==> src/rtl/router_pkg.sv <==
// Shared types for the router input port: flit framing, route select codes, port FSM states.
package router_pkg;

  typedef enum logic [1:0] {
    BODY   = 2'b00,
    HEAD   = 2'b01,
    TAIL   = 2'b10,
    SINGLE = 2'b11
  } flit_type_e;

  typedef enum logic [1:0] {
    SEL_SELF = 2'b00,
    SEL_NS   = 2'b01,
    SEL_WE   = 2'b10,
    SEL_DIAG = 2'b11
  } route_sel_e;

  typedef enum logic {
    IDLE   = 1'b0,
    ACTIVE = 1'b1
  } ip_state_e;

  function automatic logic opens_packet(flit_type_e t);
    return (t == HEAD) || (t == SINGLE);
  endfunction

  function automatic logic closes_packet(flit_type_e t);
    return (t == TAIL) || (t == SINGLE);
  endfunction

endpackage

==> src/rtl/router_input_port_if.sv <==
// Flit handshake bundle between upstream link, input port and output demux.
interface router_input_port_if #(
  parameter int FLIT_W = 32
);
  logic              in_valid;
  logic              in_ready;
  logic [FLIT_W-1:0] in_flit;
  logic              out_valid;
  logic              out_ready;
  logic [FLIT_W-1:0] out_flit;
  logic [1:0]        out_sel;
  logic              out_dir_x;
  logic              out_dir_y;
  logic              err;

  modport master (
    output in_valid, in_flit, out_ready,
    input  in_ready, out_valid, out_flit, out_sel, out_dir_x, out_dir_y, err
  );

  modport slave (
    input  in_valid, in_flit, out_ready,
    output in_ready, out_valid, out_flit, out_sel, out_dir_x, out_dir_y, err
  );
endinterface

==> src/rtl/router_route_calc.sv <==
// Combinational route select and direction signs for a destination coordinate.
// Zero latency; no handshake.
module router_route_calc
  import router_pkg::*;
#(
  parameter int XW      = 2,
  parameter int YW      = 2,
  parameter int SELFX   = 1,
  parameter int SELFY   = 1,
  parameter int DIAG_EN = 1
) (
  input  logic [XW-1:0] dst_x_i,
  input  logic [YW-1:0] dst_y_i,
  output route_sel_e    sel_o,
  output logic          dir_x_o,
  output logic          dir_y_o
);

  localparam logic [XW-1:0] SX = XW'(SELFX);
  localparam logic [YW-1:0] SY = YW'(SELFY);

  logic eqx, eqy;

  assign eqx     = (dst_x_i == SX);
  assign eqy     = (dst_y_i == SY);
  assign dir_x_o = (dst_x_i > SX);
  assign dir_y_o = (dst_y_i > SY);

  // XY mode resolves x first, so any x mismatch goes west/east.
  always_comb begin
    sel_o = SEL_SELF;
    unique case ({eqx, eqy})
      2'b11:   sel_o = SEL_SELF;
      2'b10:   sel_o = SEL_NS;
      2'b01:   sel_o = SEL_WE;
      default: sel_o = (DIAG_EN != 0) ? SEL_DIAG : SEL_WE;
    endcase
  end

endmodule

==> src/rtl/router_input_port.sv <==
// Buffered router input port: FIFO plus per-packet route latch; head visible 2 cycles after accept.
// in_ready drops when the FIFO is full (no push-through); outputs hold while out_ready is low.
module router_input_port
  import router_pkg::*;
#(
  parameter int FLIT_W  = 32,
  parameter int DEPTH   = 4,
  parameter int XW      = 2,
  parameter int YW      = 2,
  parameter int SELFX   = 1,
  parameter int SELFY   = 1,
  parameter int DIAG_EN = 1
) (
  input logic                  clk,
  input logic                  rst,
  router_input_port_if.slave   ip
);

  localparam int AW = $clog2(DEPTH);
  localparam int CW = $clog2(DEPTH + 1);
  localparam logic [CW-1:0] FULL = CW'(DEPTH);

  logic [FLIT_W-1:0] mem_q [DEPTH];
  logic [AW-1:0]     wr_ptr_q, rd_ptr_q;
  logic [CW-1:0]     count_q, count_d;
  ip_state_e         state_q, state_d;
  route_sel_e        sel_q, sel_d;
  logic              dir_x_q, dir_x_d, dir_y_q, dir_y_d;
  logic              err_q, err_d;

  logic              empty, push, pop, out_vld;
  logic [FLIT_W-1:0] head_flit;
  flit_type_e        head_type;
  route_sel_e        calc_sel;
  logic              calc_dir_x, calc_dir_y;

  assign empty     = (count_q == '0);
  assign head_flit = mem_q[rd_ptr_q];
  assign head_type = flit_type_e'(head_flit[FLIT_W-1 -: 2]);
  assign push      = ip.in_valid && ip.in_ready;
  assign out_vld   = (state_q == ACTIVE) && !empty;

  assign ip.in_ready  = (count_q < FULL);
  assign ip.out_valid = out_vld;
  assign ip.out_flit  = head_flit;
  assign ip.out_sel   = sel_q;
  assign ip.out_dir_x = dir_x_q;
  assign ip.out_dir_y = dir_y_q;
  assign ip.err       = err_q;

  router_route_calc #(
    .XW(XW), .YW(YW), .SELFX(SELFX), .SELFY(SELFY), .DIAG_EN(DIAG_EN)
  ) u_route_calc (
    .dst_x_i (head_flit[XW-1:0]),
    .dst_y_i (head_flit[XW+YW-1:XW]),
    .sel_o   (calc_sel),
    .dir_x_o (calc_dir_x),
    .dir_y_o (calc_dir_y)
  );

  // Orphans are popped straight out of IDLE; err is registered so it shows the cycle after.
  always_comb begin
    state_d = state_q;
    sel_d   = sel_q;
    dir_x_d = dir_x_q;
    dir_y_d = dir_y_q;
    err_d   = 1'b0;
    pop     = 1'b0;
    unique case (state_q)
      IDLE: begin
        if (!empty) begin
          if (opens_packet(head_type)) begin
            sel_d   = calc_sel;
            dir_x_d = calc_dir_x;
            dir_y_d = calc_dir_y;
            state_d = ACTIVE;
          end else begin
            pop   = 1'b1;
            err_d = 1'b1;
          end
        end
      end
      ACTIVE: begin
        if (out_vld && ip.out_ready) begin
          pop = 1'b1;
          if (closes_packet(head_type)) state_d = IDLE;
        end
      end
      default: state_d = IDLE;
    endcase
  end

  always_comb begin
    count_d = count_q;
    unique case ({push, pop})
      2'b10:   count_d = count_q + CW'(1);
      2'b01:   count_d = count_q - CW'(1);
      default: count_d = count_q;
    endcase
  end

  always_ff @(posedge clk) begin
    if (rst) begin
      wr_ptr_q <= '0;
      rd_ptr_q <= '0;
      count_q  <= '0;
      state_q  <= IDLE;
      sel_q    <= SEL_SELF;
      dir_x_q  <= 1'b0;
      dir_y_q  <= 1'b0;
      err_q    <= 1'b0;
      for (int i = 0; i < DEPTH; i++) mem_q[i] <= '0;
    end else begin
      if (push) begin
        mem_q[wr_ptr_q] <= ip.in_flit;
        wr_ptr_q        <= wr_ptr_q + AW'(1);
      end
      if (pop) rd_ptr_q <= rd_ptr_q + AW'(1);
      count_q <= count_d;
      state_q <= state_d;
      sel_q   <= sel_d;
      dir_x_q <= dir_x_d;
      dir_y_q <= dir_y_d;
      err_q   <= err_d;
    end
  end

endmodule
==> src/flat_wrapper.sv <==
// flat-port wrapper written by rule: the top's interface ports become plain ports
module router_input_port_flat import router_pkg::*;
#(
  parameter int FLIT_W  = 32,
  parameter int DEPTH   = 4,
  parameter int XW      = 2,
  parameter int YW      = 2,
  parameter int SELFX   = 1,
  parameter int SELFY   = 1,
  parameter int DIAG_EN = 1
)
  (clk, rst, ip_in_valid, ip_in_flit, ip_out_ready, ip_in_ready, ip_out_valid, ip_out_flit, ip_out_sel, ip_out_dir_x, ip_out_dir_y, ip_err);
  router_input_port_if #(.FLIT_W(FLIT_W)) ip_i ();
  input logic clk;
  input logic rst;
  input wire logic [$bits(ip_i.in_valid)-1:0] ip_in_valid;
  input wire logic [$bits(ip_i.in_flit)-1:0] ip_in_flit;
  input wire logic [$bits(ip_i.out_ready)-1:0] ip_out_ready;
  output wire logic [$bits(ip_i.in_ready)-1:0] ip_in_ready;
  output wire logic [$bits(ip_i.out_valid)-1:0] ip_out_valid;
  output wire logic [$bits(ip_i.out_flit)-1:0] ip_out_flit;
  output wire logic [$bits(ip_i.out_sel)-1:0] ip_out_sel;
  output wire logic [$bits(ip_i.out_dir_x)-1:0] ip_out_dir_x;
  output wire logic [$bits(ip_i.out_dir_y)-1:0] ip_out_dir_y;
  output wire logic [$bits(ip_i.err)-1:0] ip_err;
  assign ip_i.in_valid = ip_in_valid;
  assign ip_i.in_flit = ip_in_flit;
  assign ip_i.out_ready = ip_out_ready;
  assign ip_in_ready = ip_i.in_ready;
  assign ip_out_valid = ip_i.out_valid;
  assign ip_out_flit = ip_i.out_flit;
  assign ip_out_sel = ip_i.out_sel;
  assign ip_out_dir_x = ip_i.out_dir_x;
  assign ip_out_dir_y = ip_i.out_dir_y;
  assign ip_err = ip_i.err;
  router_input_port #(.FLIT_W(FLIT_W), .DEPTH(DEPTH), .XW(XW), .YW(YW), .SELFX(SELFX), .SELFY(SELFY), .DIAG_EN(DIAG_EN)) u_core (.clk(clk), .rst(rst), .ip(ip_i));
endmodule
==> config.mk <==
export PLATFORM = sky130hd
export DESIGN_NAME = router_input_port_flat
export DESIGN_NICKNAME = d
export VERILOG_FILES = /design/src/rtl/router_pkg.sv /design/src/rtl/router_input_port_if.sv /design/src/rtl/router_route_calc.sv /design/src/rtl/router_input_port.sv /design/src/flat_wrapper.sv
export SDC_FILE = /design/constraint.sdc
export NUM_CORES = 1
export LEC_CHECK = 0
export BUFFER_PORTS_ARGS = -buffer_cell sky130_fd_sc_hd__buf_2
export CORE_ASPECT_RATIO = 1.25
export CORE_MARGIN = 2
export CORE_UTILIZATION = 60
export DETAILED_ROUTE_END_ITERATION = 10
export PLACE_DENSITY = 0.88
export SYNTH_ARGS = -nofsm -noshare
export SYNTH_HDL_FRONTEND = slang
export SYNTH_SLANG_ARGS = --single-unit
export TNS_END_PERCENT = 50
==> constraint.sdc <==
create_clock -name clk -period 9 [get_ports clk]
set_input_delay 1.8 -clock clk [delete_from_list [all_inputs] [get_ports clk]]
set_output_delay 1.8 -clock clk [all_outputs]
set_load 0.02 [all_outputs]
-- Word-level counts from Yosys, hierarchy flattened
Memory sizes are Yosys's and may differ from the RTL's. A register that Yosys moved wholly into a read port is not among the register bits.
Index checks and enable logic that the tools add are counted.
- bits in registers: 13
- memory bits (writable): 128
- input bits: 36
- output and inout port bits: 39
- word-level logic and storage cells: 60
- memories: 1
- memory list (memory ; words ; bits a word ; rd ports ; clocked after memory_dff ; write ports ; line ; RTL):
    u_core.mem_q ; 4 ; 32 ; 1 ; 1 ; 4 ; router_input_port.sv:23 ; logic [FLIT_W-1:0] mem_q [DEPTH];
- $add $sub $neg: 4
- magnitude comparators: 3
- equal/unequal tests: 10
- muxes and demuxes: 21
- bitwise gates (word level): 2
- reduce and logical (&&, ||, !) cells: 11
- operator list (kind ; number):
    $mux W32 ; 1
    $reduce_or A32 Y1 ; 1
    $mux W1 ; 13
    $eq A2 B1 Y1 const B ; 5
    $eq A2 B2 Y1 const B ; 5
    $mux W2 ; 3
    $pmux W2 S3 ; 1
    $pmux W3 S2 ; 1
    $add A2 B1 Y2 const B ; 2
    $gt A2 B1 Y1 const B ; 2
    $pmux W1 S2 ; 2
    $add A3 B1 Y3 const B ; 1
    $logic_and A1 B1 Y1 ; 3
    $logic_not A3 Y1 ; 1
    $lt A3 B3 Y1 const B ; 1
    $reduce_and A3 Y1 ; 1
    $sub A3 B1 Y3 const B ; 1
    $logic_or A1 B1 Y1 ; 2
    $not A1 Y1 ; 2
    $reduce_bool A2 Y1 ; 1
    $reduce_or A2 Y1 ; 1
    $logic_not A1 Y1 ; 1

-- Depth between registers and ports, before layout
Gate-level depths: netlist of the first run.
- word-level depth: 8
- mapped depth: 10
- gate-level depth less buffers: 9

-- Hierarchy
Synthesis of the first run repeated with hierarchy kept, for this count alone.
- cells, all modules: 388
- area, all modules: 6142.1 um2
- by module, submodules not included (module ; times used ; cells each ; area each (um2) ; seq. area each (um2)):
    router_input_port ; 1 ; 384 ; 6122.1 ; 4144.0
    router_route_calc ; 1 ; 4 ; 20.0 ; 0.0

-- Worst setup path before layout of the first run
Ideal clock, no wire load.
- path type: input to register
- start: input ip_in_valid
- end: memory u_core.mem_q[1][0], enable pin
- setup time: 0.428 ns
- arrival: 3.759 ns
- required time: 8.572 ns
- slack: 4.813 ns
- cell stages on the path: 3
- path buffers: 0
- path through: nor2b_1 nand2_1 o21bai_1
- RTL lines (what ; line ; RTL):
    from (decl) ; flat_wrapper.sv:16 ; input wire logic [$bits(ip_i.in_valid)-1:0] ip_in_valid;
    to (decl) ; router_input_port.sv:23 ;

==> metrics.md, run 1 <==
| Metric | Value |
|---|---|
| Status | `finished clean` |
| # hold bufs at CTS | `0` |
| Routed WL | `roughly 12000 µm` |
| Worst setup path endpoint | `ip_out_flit[30]` |
| Commonest non-fill, non-tap cell in the layout | `and2_1` |
| Hold Fails Final Rpt | `0` |
| Count of buffers from port buffering | `74` |
| CTS tree | `done` |
| Layout Nets | `499` |
| Sequential fraction of the synthesis area | `0.6758` |
| Worst-margin pin slew | `~1000 ps` |
| Most frequent cells in the layout | `and2_1 (129), edfxtp_1 (128), buf_2 (74), mux4_2 (32), clkbuf_16 (22)` |
| Worst hold slack | `484.4 ps` |
| Critical path class | `reg -> out` |
| Global-route wire length before repair | `17950 µm` |
| Startpoint Class | `register` |
| Slew Limit Fails | `0` |
| Number of global-route vias before repair | `around 3600` |
| Vias/cell | `approximately 5.7` |
| Setup Skew | `between 10 and 15 ps` |
| Worst r2r dst | `u_core.count_q[2]` |
| CTS Root Cell | `clkbuf_16` |
| Drt drc | `0` |
| GRT met2 Usage | `0.4033` |
| DR vias | `between 3000 and 4000` |
| FF-to-FF setup slack | `between 5000 and 6000 ps` |
| Final period util | `0.4326` |
| Gpl congestion | `0.7518` |
| Routed WL per cell | `between 15 and 20 µm` |
| Area delta synth->final | `18.71%` |
| Antenna violations before repair | `1` |
| Final HPWL DP | `roughly 6700 µm` |
| Tot GR Track Use | `0.2304` |
| Die H | `roughly 120 µm` |
| # clock sinks | `roughly 140` |
| Seq cells post-synth | `143` |
| Detail Route Antenna Nets | `0` |
| Cell Rows | `41` |
| Post-synth ARST share | `0` |
| Mapped Nets | `424` |
| H-tree depth | `4` |
| Post_cts resized | `0` |
| Setup TNS | `0 ps` |
| Lkg Pwr | `2.825 nW` |
| Unrepaired setup endpoints after global routing | `false` |
| Register Area | `around 4100 µm²` |
| Synth warn | `0` |
| PwrDens | `between 200 and 300 nW/µm²` |
| Fmax | `approximately 0.26 GHz` |
| Mapped cell area | `slightly above 6000 µm²` |
| Cell count after synthesis | `between 300 and 400` |
| Top_reg_cell synth | `edfxtp_1` |
| Num CTS Buffers | `17` |
| Postcts setup bufs | `0` |
| Die area | `between 10000 and 15000 µm²` |
| Mean cell area of the mapped netlist | `~16 µm²` |
| Max FO, Critical Path | `32` |
| Width of the die | `between 90 and 100 µm` |
| # fillers | `583` |
| MaxCap Viol Count | `0` |
| Crit path time final | `3893 ps` |
| Initial DRC count | `311` |
| Max VDD drop | `approximately 0.00019 V` |
| Total grt overflow | `0` |
| Share of cells above drive strength 1 | `0.3186` |
| Global route hottest layer | `met2` |
| CORE AREA | `10000 µm²` |
| TritonRoute pass-1 iters | `4` |
| Clock transition at the registers of the reported paths | `roughly 60 ps` |
| Worst hold path type | `reg -> reg` |
| Crit. End Element | `output port` |
| Worst rel slew slack | `0.3070` |
| R2R cell count | `10` |
| Synth cell types | `32` |
| Area of the multi-input gates | `about 1900 µm²` |
| Largest net degree at the start of global routing | `33` |
| Final setup violation count | `0` |
| Routing usage on met1 | `0.2591` |
| Met3 Usage GRT | `0.06594` |
| Clock Latency Late Sink | `420 ps` |
| IO Pins | `75` |
| CP arrival | `about 2100 ps` |
| Critical Path RT | `between 7000 and 8000 ps` |
| Post-synth EDFFs | `roughly 130` |
| Initial core utilization | `0.6130` |
| Clock Tree Buf Depth | `2` |
critical path, cell delays in order (launching register included):
cell and delay [ps]:
dfxtp_2 320, buf_4 520, mux4_2 640, buf_2 190
flip-flops by register name (all words and copies together), names as in the netlist, named ones only:
name and flops:
u_core.mem_q 128, u_core.count_q 3, u_core.ip.out_sel 2, u_core.rd_ptr_q 2, u_core.wr_ptr_q 2, u_core.ip.err 1, u_core.ip.out_dir_x 1, u_core.ip.out_dir_y 1
u_core.state_q 1
layout make-up:
type | count | area share
clock buffers | 28 | 0.08422
inverters | 8 | 0.004125
flip-flops and latches | 143 | 0.5696
repair buffers | 79 | 0.05603
clock inverters | 4 | 0.003609
well taps | 129 | 0.02217
diodes | 1 | 0.0003438
multi-input cells | 212 | 0.2599
cells in the mapped netlist, types with 2 or more instances:
cell type,n,share of area
nor2_1,10,0.0061
edfxtp_1,128,0.63
a21oi_1,4,0.0033
buf_2,3,0.0024
nor3_1,4,0.0033
dfxtp_1,15,0.049
nor2b_1,3,0.0031
clkbuf_1,17,0.010
mux2i_1,2,0.0033
nand2_1,2,0.0012
nor3b_1,2,0.0024
or3_1,3,0.0031
nor4_1,2,0.0020
o21ai_0,2,0.0016
a31o_2,2,0.0029
xor2_1,3,0.0043
inv_1,8,0.0049
buf_1,2,0.0012
xnor2_1,2,0.0029
mux4_2,32,0.12
and2_1,129,0.13
layer usage:
metal | vias to the layer above | part of all wire
met5 | - | 0
met4 | 0 | 0.023
met3 | 21 | 0.070
met2 | 147 | 0.54
met1 | 1731 | 0.37
li1 | 1564 | -
logic make-up after synthesis:
logic type                 count (synthesis)  synth area share
xor gates and xnor gates                   5          0.007143
and+or+nand+nor                          160            0.1583
DFF                                      143            0.6758
adders and majority gates                  2          0.005305
muxes                                     34            0.1208
AOI/OAI and AO/OA                         11           0.01184
buffers and inverters                     31           0.02081
through the flow:
stage / std cells / worst slack (ps) / power (mW) / util / cell area, µm²
final: 604 / 5107 / 2.111 / 0.7277 / 7279
after global routing: 604 / 4978 / 2.194 / 0.7277 / 7279
after CTS: 603 / 5055 / 2.125 / 0.7275 / 7277
after detailed placement: 571 / 5341 / 1.405 / 0.6635 / 6638
after global placement: 571 / 5389 / 1.384 / 0.6635 / 6638
after floorplan: 386 / 4813 / 1.253 / - / 6132
how the worst min path moves through the flow:
| stage | cells past startpoint | end | slack (ps) | start |
|---|---|---|---|---|
| 2_1_floorplan | 2 | register | 460 | u_core.rd_ptr_q[1] |
| 3_3_place_gp | 2 | register | 470 | u_core.rd_ptr_q[1] |
| 3_5_place_dp | 2 | register | 480 | u_core.rd_ptr_q[1] |
| 4_1_cts | 2 | register | 480 | u_core.rd_ptr_q[1] |
| 5_1_grt | 2 | register | 520 | u_core.rd_ptr_q[1] |
| 6_report | 2 | register | 480 | u_core.rd_ptr_q[1] |
where the power goes:
group	leakage (nW)	internal, mW	switching (mW)
clock	0.320	0.466	0.252
sequential	1.46	0.848	0.0568
combinational	1.05	0.205	0.284
Note: power is estimated with default switching activity, not from simulation.
==> run 2, diff against run 1 <==
ABC_AREA = 1   (was not set)
CORE_UTILIZATION = 58   (was 60)
PLACE_DENSITY = 0.85   (was 0.88)
clock period = 3.9 ns   (was 9 ns; I/O delays follow)
==> run 2 against run 1 <==
Utilization fell by 3.6 points. First-iteration DRC count rose by 19%. Power rose by 150%. Largest cell class unchanged. Critical path type unchanged. Largest power group unchanged. Non-clock buffer count rose by 5.
==> metrics.md, run 2 <==
| Metric | Value |
|---|---|
| ANT cells | `0` |
| Int Pwr | `~3.4 mW` |
| Die area | `roughly 12000 µm²` |
| Worst rel slew slack | `0.3337` |
| Unrepaired setup endpoints after global routing | `false` |
| Final std cell area, no fill | `7380 µm²` |
| Yosys top cell area share | `0.6035` |
| Comb pwr share | `0.311` |
| Synth warn | `0` |
| IO Pins | `75` |
| Reg power frac | `0.390` |
| Count of buffers from port buffering | `74` |
| Synth area leader | `edfxtp_1` |
| Total grt overflow | `0` |
| Status | `finished clean` |
| Worst-margin pin slew | `about 1000 ps` |
| Initial core utilization | `0.5970` |
| Max FO, Critical Path | `62` |
| Layout Nets | `around 730` |
| Most frequent cells in the layout | `nor2_1 (171), edfxtp_1 (128), inv_1 (82), buf_2 (74), o21ai_0 (61)` |
| Clock Power Share | `0.300` |
| Gpl congestion | `roughly 0.84` |
| Largest net degree at the start of global routing | `67` |
| Cell Rows | `42` |
| Setup Skew | `8.693 ps` |
| Cell count after synthesis | `around 620` |
| Crit. End Element | `output port` |
| Postcts setup bufs | `0` |
| Post-synth EDFFs | `roughly 130` |
| CORE AREA | `roughly 11000 µm²` |
| CTS Root Cell | `clkbuf_16` |
| Post-synthesis mux area share | `0` |
| Post-synth ARST share | `0` |
| Worst r2r dst | `u_core.count_q[2]` |
| Placement Cell Area | `6802 µm²` |
| Num CTS Buffers | `17` |
| DR vias | `between 4000 and 5000` |
| Worst hold path type | `reg -> reg` |
| Final setup violation count | `0` |
| Tot GR Track Use | `0.2485` |
| Vias/cell | `~5.5` |
| Sw Ratio | `0.3507` |
| Mapped Nets | `around 660` |
| Number of flip-flops in the largest register | `128` |
| Global route hottest layer | `met2` |
| Commonest non-fill, non-tap cell in the layout | `nor2_1` |
| GRT met2 Usage | `0.4341` |
| Synth top cells by count | `nor2_1 (171), edfxtp_1 (128), inv_1 (82)` |
| Share of cells above drive strength 1 | `0.2263` |
| Area contributors post-synth | `edfxtp_1 (60%), nor2_1 (10%), o21ai_0 (5.0%)` |
| Detail Route Antenna Nets | `0` |
| Hold Fails Final Rpt | `0` |
| WHS Path Cells | `2` |
| Synth Area in Compound Gates | `0.08605` |
| # fillers | `around 730` |
| Crit path time final | `approximately 3000 ps` |
| Drt drc | `0` |
| Count leader, synth | `nor2_1` |
| FF-to-FF setup slack | `1260 ps` |
| Simple-gate area share of the yosys netlist | `0.1731` |
| Post-synthesis xor/xnor area fraction | `0.001375` |
| Top_reg_cell synth | `edfxtp_1` |
| Initial DRC count | `370` |
| Area delta synth->final | `15.87%` |
| Antenna violations before repair | `0` |
| CP arrival | `2190 ps` |
| # clock sinks | `around 140` |
| Setup TNS | `0 ps` |
| Synth Area in Adders | `0.005108` |
| TritonRoute pass-1 iters | `5` |
| Critical Path RT | `between 3000 and 4000 ps` |
| Largest regs | `u_core.mem_q: 128 flops, u_core.count_q: 3 flops` |
| Combinational family with the most area after synthesis | `simple AND/OR/NAND/NOR gates` |
| Die H | `between 100 and 150 µm` |
| Number of global-route vias before repair | `4763` |
| Critical path class | `reg -> out` |
| Lkg Pwr | `between 3 and 4 nW` |
| Biggest register | `u_core.mem_q` |
| Post_cts resized | `0` |
| Slew Limit Fails | `0` |
| Clock Tree Buf Depth | `2` |
| Startpoint Class | `register` |
| CTS tree | `done` |
| Max VDD drop | `approximately 0.00043 V` |
| H-tree depth | `4` |
| Final period util | `0.7628` |
| Width of the die | `just under 100 µm` |
| Final Core Density | `0.6918` |
| Sw power | `about 1.8 mW` |
| Hold Crit Endpoint | `u_core.state_q` |
| Final HPWL DP | `between 8000 and 9000 µm` |
| # hold bufs at CTS | `0` |
| R2R cell count | `13` |
| Clock Latency Late Sink | `between 400 and 500 ps` |
| PwrDens | `between 700 and 800 nW/µm²` |
| Mean cell area of the mapped netlist | `approximately 10 µm²` |
| Routed WL | `about 14000 µm` |
| Routing usage on met1 | `0.2918` |
| Routed WL per cell | `about 16 µm` |
| Worst hold start | `u_core.state_q` |
| Met3 Usage GRT | `0.05645` |
| Synth cell types | `26` |
| Clock transition at the registers of the reported paths | `60 ps` |
| Seq cells post-synth | `around 140` |
| Global-route wire length before repair | `22540 µm` |
| Fmax | `0.3361 GHz` |
| MaxCap Viol Count | `0` |
| Sequential fraction of the synthesis area | `0.6507` |
| Mapped cell area | `between 6000 and 7000 µm²` |
[run 2: area by class of cell]
cell class	count	area (µm²)	share of cell area
sequential	143	4145	0.5617
multi-input combinational	360	1714	0.2323
timing repair buffer	84	445.4	0.06036
clock buffer	18	429.2	0.05816
inverter	88	331.6	0.04493
tap	132	165.2	0.02238
clock inverter	14	148.9	0.02018
[run 2: layer usage]
metal	vias to the layer above	routed length, µm
met1	2200	5295
met3	31	901
met5	-	0
met4	0	299
li1	2180	-
met2	202	7283
[run 2: worst max-delay path, stage by stage, from the launching register on]
cell,delay (ps)
dfxtp_2,330
inv_2,710
o21ai_0,240
o22ai_1,240
buf_2,230
[run 2: logic make-up after synthesis]
family,Yosys count
buffers and inverters,120
XOR/XNOR,1
flip-flops,143
AO/OA/AOI/OAI,102
adder cells (fa/ha/maj),2
AND/OR/NAND/NOR,255
[run 2: per-stage QoR]
step / std cells / power [mW] / hold WS, ps / worst slack, ps
CTS: 839 / 5.281 / 485.6 / 950.8
global placement: 807 / 3.643 / 471.1 / 1308
finish: 839 / 5.275 / 490.9 / 925.1
floorplan: 623 / 3.215 / 445.9 / 284.0
detailed placement: 807 / 3.708 / 477.7 / 1276
global route: 839 / 5.516 / 522.0 / 807.7
[run 2: power by group through the flow]
stage               sequential (mW)  clock, mW  combinational, mW
CTS                            2.05       1.59               1.64
global route                   2.08       1.65               1.79
global placement               2.07          0               1.58
floorplan                      2.10          0               1.12
finish                         2.05       1.58               1.64
detailed placement             2.08          0               1.63
[run 2: worst max path at each step]
| stage | startpoint | endpoint | slack, ps |
|---|---|---|---|
| 2_1_floorplan | ip_in_valid | u_core.mem_q[1][0] | 280 |
| 3_3_place_gp | register | u_core.count_q[2] | 1310 |
| 3_5_place_dp | register | u_core.count_q[2] | 1280 |
| 4_1_cts | register | ip_out_flit[9] | 950 |
| 5_1_grt | register | ip_out_flit[23] | 810 |
| 6_report | register | ip_out_flit[9] | 930 |
==> run 3, diff against run 2 <==
clock period = 3.1 ns   (was 3.9 ns; I/O delays follow)
==> run 3 against run 2 <==
Critical path depth is 1 higher. Non-clock buffer count rose by 3. First-iteration DRC count up 5.4%. Register-to-register slack got worse by 650 ps. Flip-flop and latch count unchanged. Clock skew down 3.5 ps. Global-route usage grew 1.2 points.
==> metrics.md, run 3 (synthesis results as in run 2) <==
| Metric | Value |
|---|---|
| Critical path class | `reg -> out` |
| Worst setup path endpoint | `ip_out_flit[12]` |
| Detail Route Antenna Nets | `0` |
| Number of global-route vias before repair | `around 4800` |
| Worst hold path type | `reg -> reg` |
| H-tree depth | `4` |
| Final setup violation count | `0` |
| Die area | `around 12000 µm²` |
| CORE AREA | `approximately 11000 µm²` |
| Postcts setup bufs | `0` |
| Clock Tree Buf Depth | `2` |
| IO Pins | `75` |
| Vias/cell | `5.587` |
| Die H | `between 100 and 150 µm` |
| Crit path largest cell delay | `450 ps` |
| Comb pwr share | `0.298` |
| Initial core utilization | `0.5970` |
| CTS tree | `done` |
| ANT cells | `0` |
| Setup TNS | `0 ps` |
| Routed WL | `about 15000 µm` |
| DR vias | `between 4000 and 5000` |
| Crit. End Element | `output port` |
| Hold Fails Final Rpt | `0` |
| FF-to-FF setup slack | `610 ps` |
| Crit path time final | `between 2000 and 3000 ps` |
| MaxCap Viol Count | `0` |
| Global-route wire length before repair | `~23000 µm` |
| Number of flip-flops in the largest register | `roughly 130` |
| Clock transition at the registers of the reported paths | `60 ps` |
| Clock Power Share | `0.318` |
| R2R cell count | `13` |
| Worst path depth | `5` |
| Reg power frac | `0.384` |
| CP max-delay cell | `buf_4` |
| Slew Limit Fails | `0` |
| Worst hold slack | `481.8 ps` |
| Routed WL per cell | `~17 µm` |
| Clock Latency Late Sink | `between 400 and 500 ps` |
| Worst r2r dst | `u_core.count_q[2]` |
| Total grt overflow | `0` |
| Max VDD drop | `~0.00044 V` |
| Worst-margin pin slew | `roughly 1200 ps` |
| Setup Skew | `around 5.2 ps` |
| Worst rel slew slack | `0.2165` |
| Fmax | `around 0.35 GHz` |
| Max FO, Critical Path | `40` |
| Power after layout | `6.855 mW` |
| Cell Rows | `between 40 and 50` |
| Gpl congestion | `around 0.78` |
| Drt drc | `0` |
| CP arrival | `2250 ps` |
| Startpoint Class | `register` |
| Area delta synth->final | `17.15%` |
| Lkg Pwr | `between 3 and 4 nW` |
| Cell family with most CP delay | `buffers and inverters` |
| Layout Nets | `735` |
| CTS Root Cell | `clkbuf_16` |
| # hold bufs at CTS | `0` |
| Share of cells above drive strength 1 | `0.2296` |
| Num CTS Buffers | `17` |
| Int Pwr | `between 4 and 5 mW` |
| Final period util | `0.9243` |
| # clock sinks | `approximately 140` |
| Tot GR Track Use | `0.2604` |
| Unrepaired setup endpoints after global routing | `false` |
| Most frequent cells in the layout | `nor2_1 (171), edfxtp_1 (128), inv_1 (82), buf_2 (74), o21ai_0 (61)` |
| # fillers | `between 700 and 800` |
| Initial DRC count | `between 300 and 400` |
| Width of the die | `97.73 µm` |
| Commonest non-fill, non-tap cell in the layout | `nor2_1` |
| Post_cts resized | `0` |
| Biggest register | `u_core.mem_q` |
| Sw Ratio | `0.3459` |
| Count of buffers from port buffering | `74` |
| Critical Path RT | `between 2000 and 2500 ps` |
| Final HPWL DP | `~8400 µm` |
| Largest regs | `u_core.mem_q: 128 flops, u_core.count_q: 3 flops` |
| Largest net degree at the start of global routing | `48` |
| CP cell instances | `inv_2, buf_4, o21ai_0, o22ai_1, buf_2` |
| PwrDens | `slightly above 900 nW/µm²` |
| Sw power | `around 2.4 mW` |
| Status | `finished clean` |
| Antenna violations before repair | `0` |
| Worst Path Buf+Inv | `3` |
| TritonRoute pass-1 iters | `5` |
-- run 3: cell types whose count changed in the layout (fill, tap and decap cells not counted), sizes merged --
| cell | change |
|---|---|
| clkinv | -1 |
| clkbuf | -1 |
| bufinv | +2 |
| buf | +3 |
-- run 3: per-layer routing --
metal,up-vias,GRT usage,part of all wire,wire (µm)
met5,-,0,0,0
met4,0,0.1328,0.034,502
met3,53,0.05991,0.069,1011
met2,244,0.4603,0.52,7651
met1,2217,0.2955,0.37,5461
li1,2190,-,-,-
-- run 3: power groups by stage --
stage / Combinational [mW] / Clock, mW / Sequential [mW]
2_1_floorplan: 1.41 / 0 / 2.64
6_report: 2.04 / 2.18 / 2.63
3_5_place_dp: 2.00 / 0 / 2.66
3_3_place_gp: 1.95 / 0 / 2.64
4_1_cts: 2.04 / 2.19 / 2.63
5_1_grt: 2.23 / 2.26 / 2.67
-- run 3: how the worst min path moves through the flow --
stage / startpoint / endpoint / slack [ps] / cells past startpoint
3_3_place_gp: u_core.ip.out_dir_x / u_core.ip.out_dir_x / 460 / 2
6_report: u_core.ip.out_dir_x / u_core.ip.out_dir_x / 480 / 2
4_1_cts: rst / u_core.ip.err / 480 / 2
2_1_floorplan: u_core.state_q / u_core.state_q / 450 / 2
5_1_grt: rst / u_core.count_q[1] / 480 / 2
3_5_place_dp: u_core.ip.out_dir_x / u_core.ip.out_dir_x / 470 / 2
-- run 3: area by class of cell --
class	instances	area, µm²	share of cell area
clock buffer	17	425.4	0.05702
clock inverter	15	198.9	0.02666
inverter	88	331.6	0.04444
multi-input combinational	360	1714	0.2297
sequential	143	4145	0.5556
tap	132	165.2	0.02214
timing repair buffer	87	480.5	0.06440
-- run 3: worst register-to-register path: cells and delay by family (launching register included) --
family                   cells  cell delay, ps
buffers and inverters        2             320
AO/OA/AOI/OAI                4             480
adder cells (fa/ha/maj)      2             530
flip-flops                   1             560
AND/OR/NAND/NOR              5             490
-- run 3: metrics by stage --
step / setup WS [ps] / instances / util / area [µm²]
2_1_floorplan: -356.0 / 623 / - / 6369
3_3_place_gp: 706.7 / 810 / 0.6409 / 6837
3_5_place_dp: 656.4 / 810 / 0.6409 / 6837
4_1_cts: 264.2 / 842 / 0.6994 / 7461
5_1_grt: 105.4 / 842 / 0.6994 / 7461
6_report: 234.7 / 842 / 0.6994 / 7461
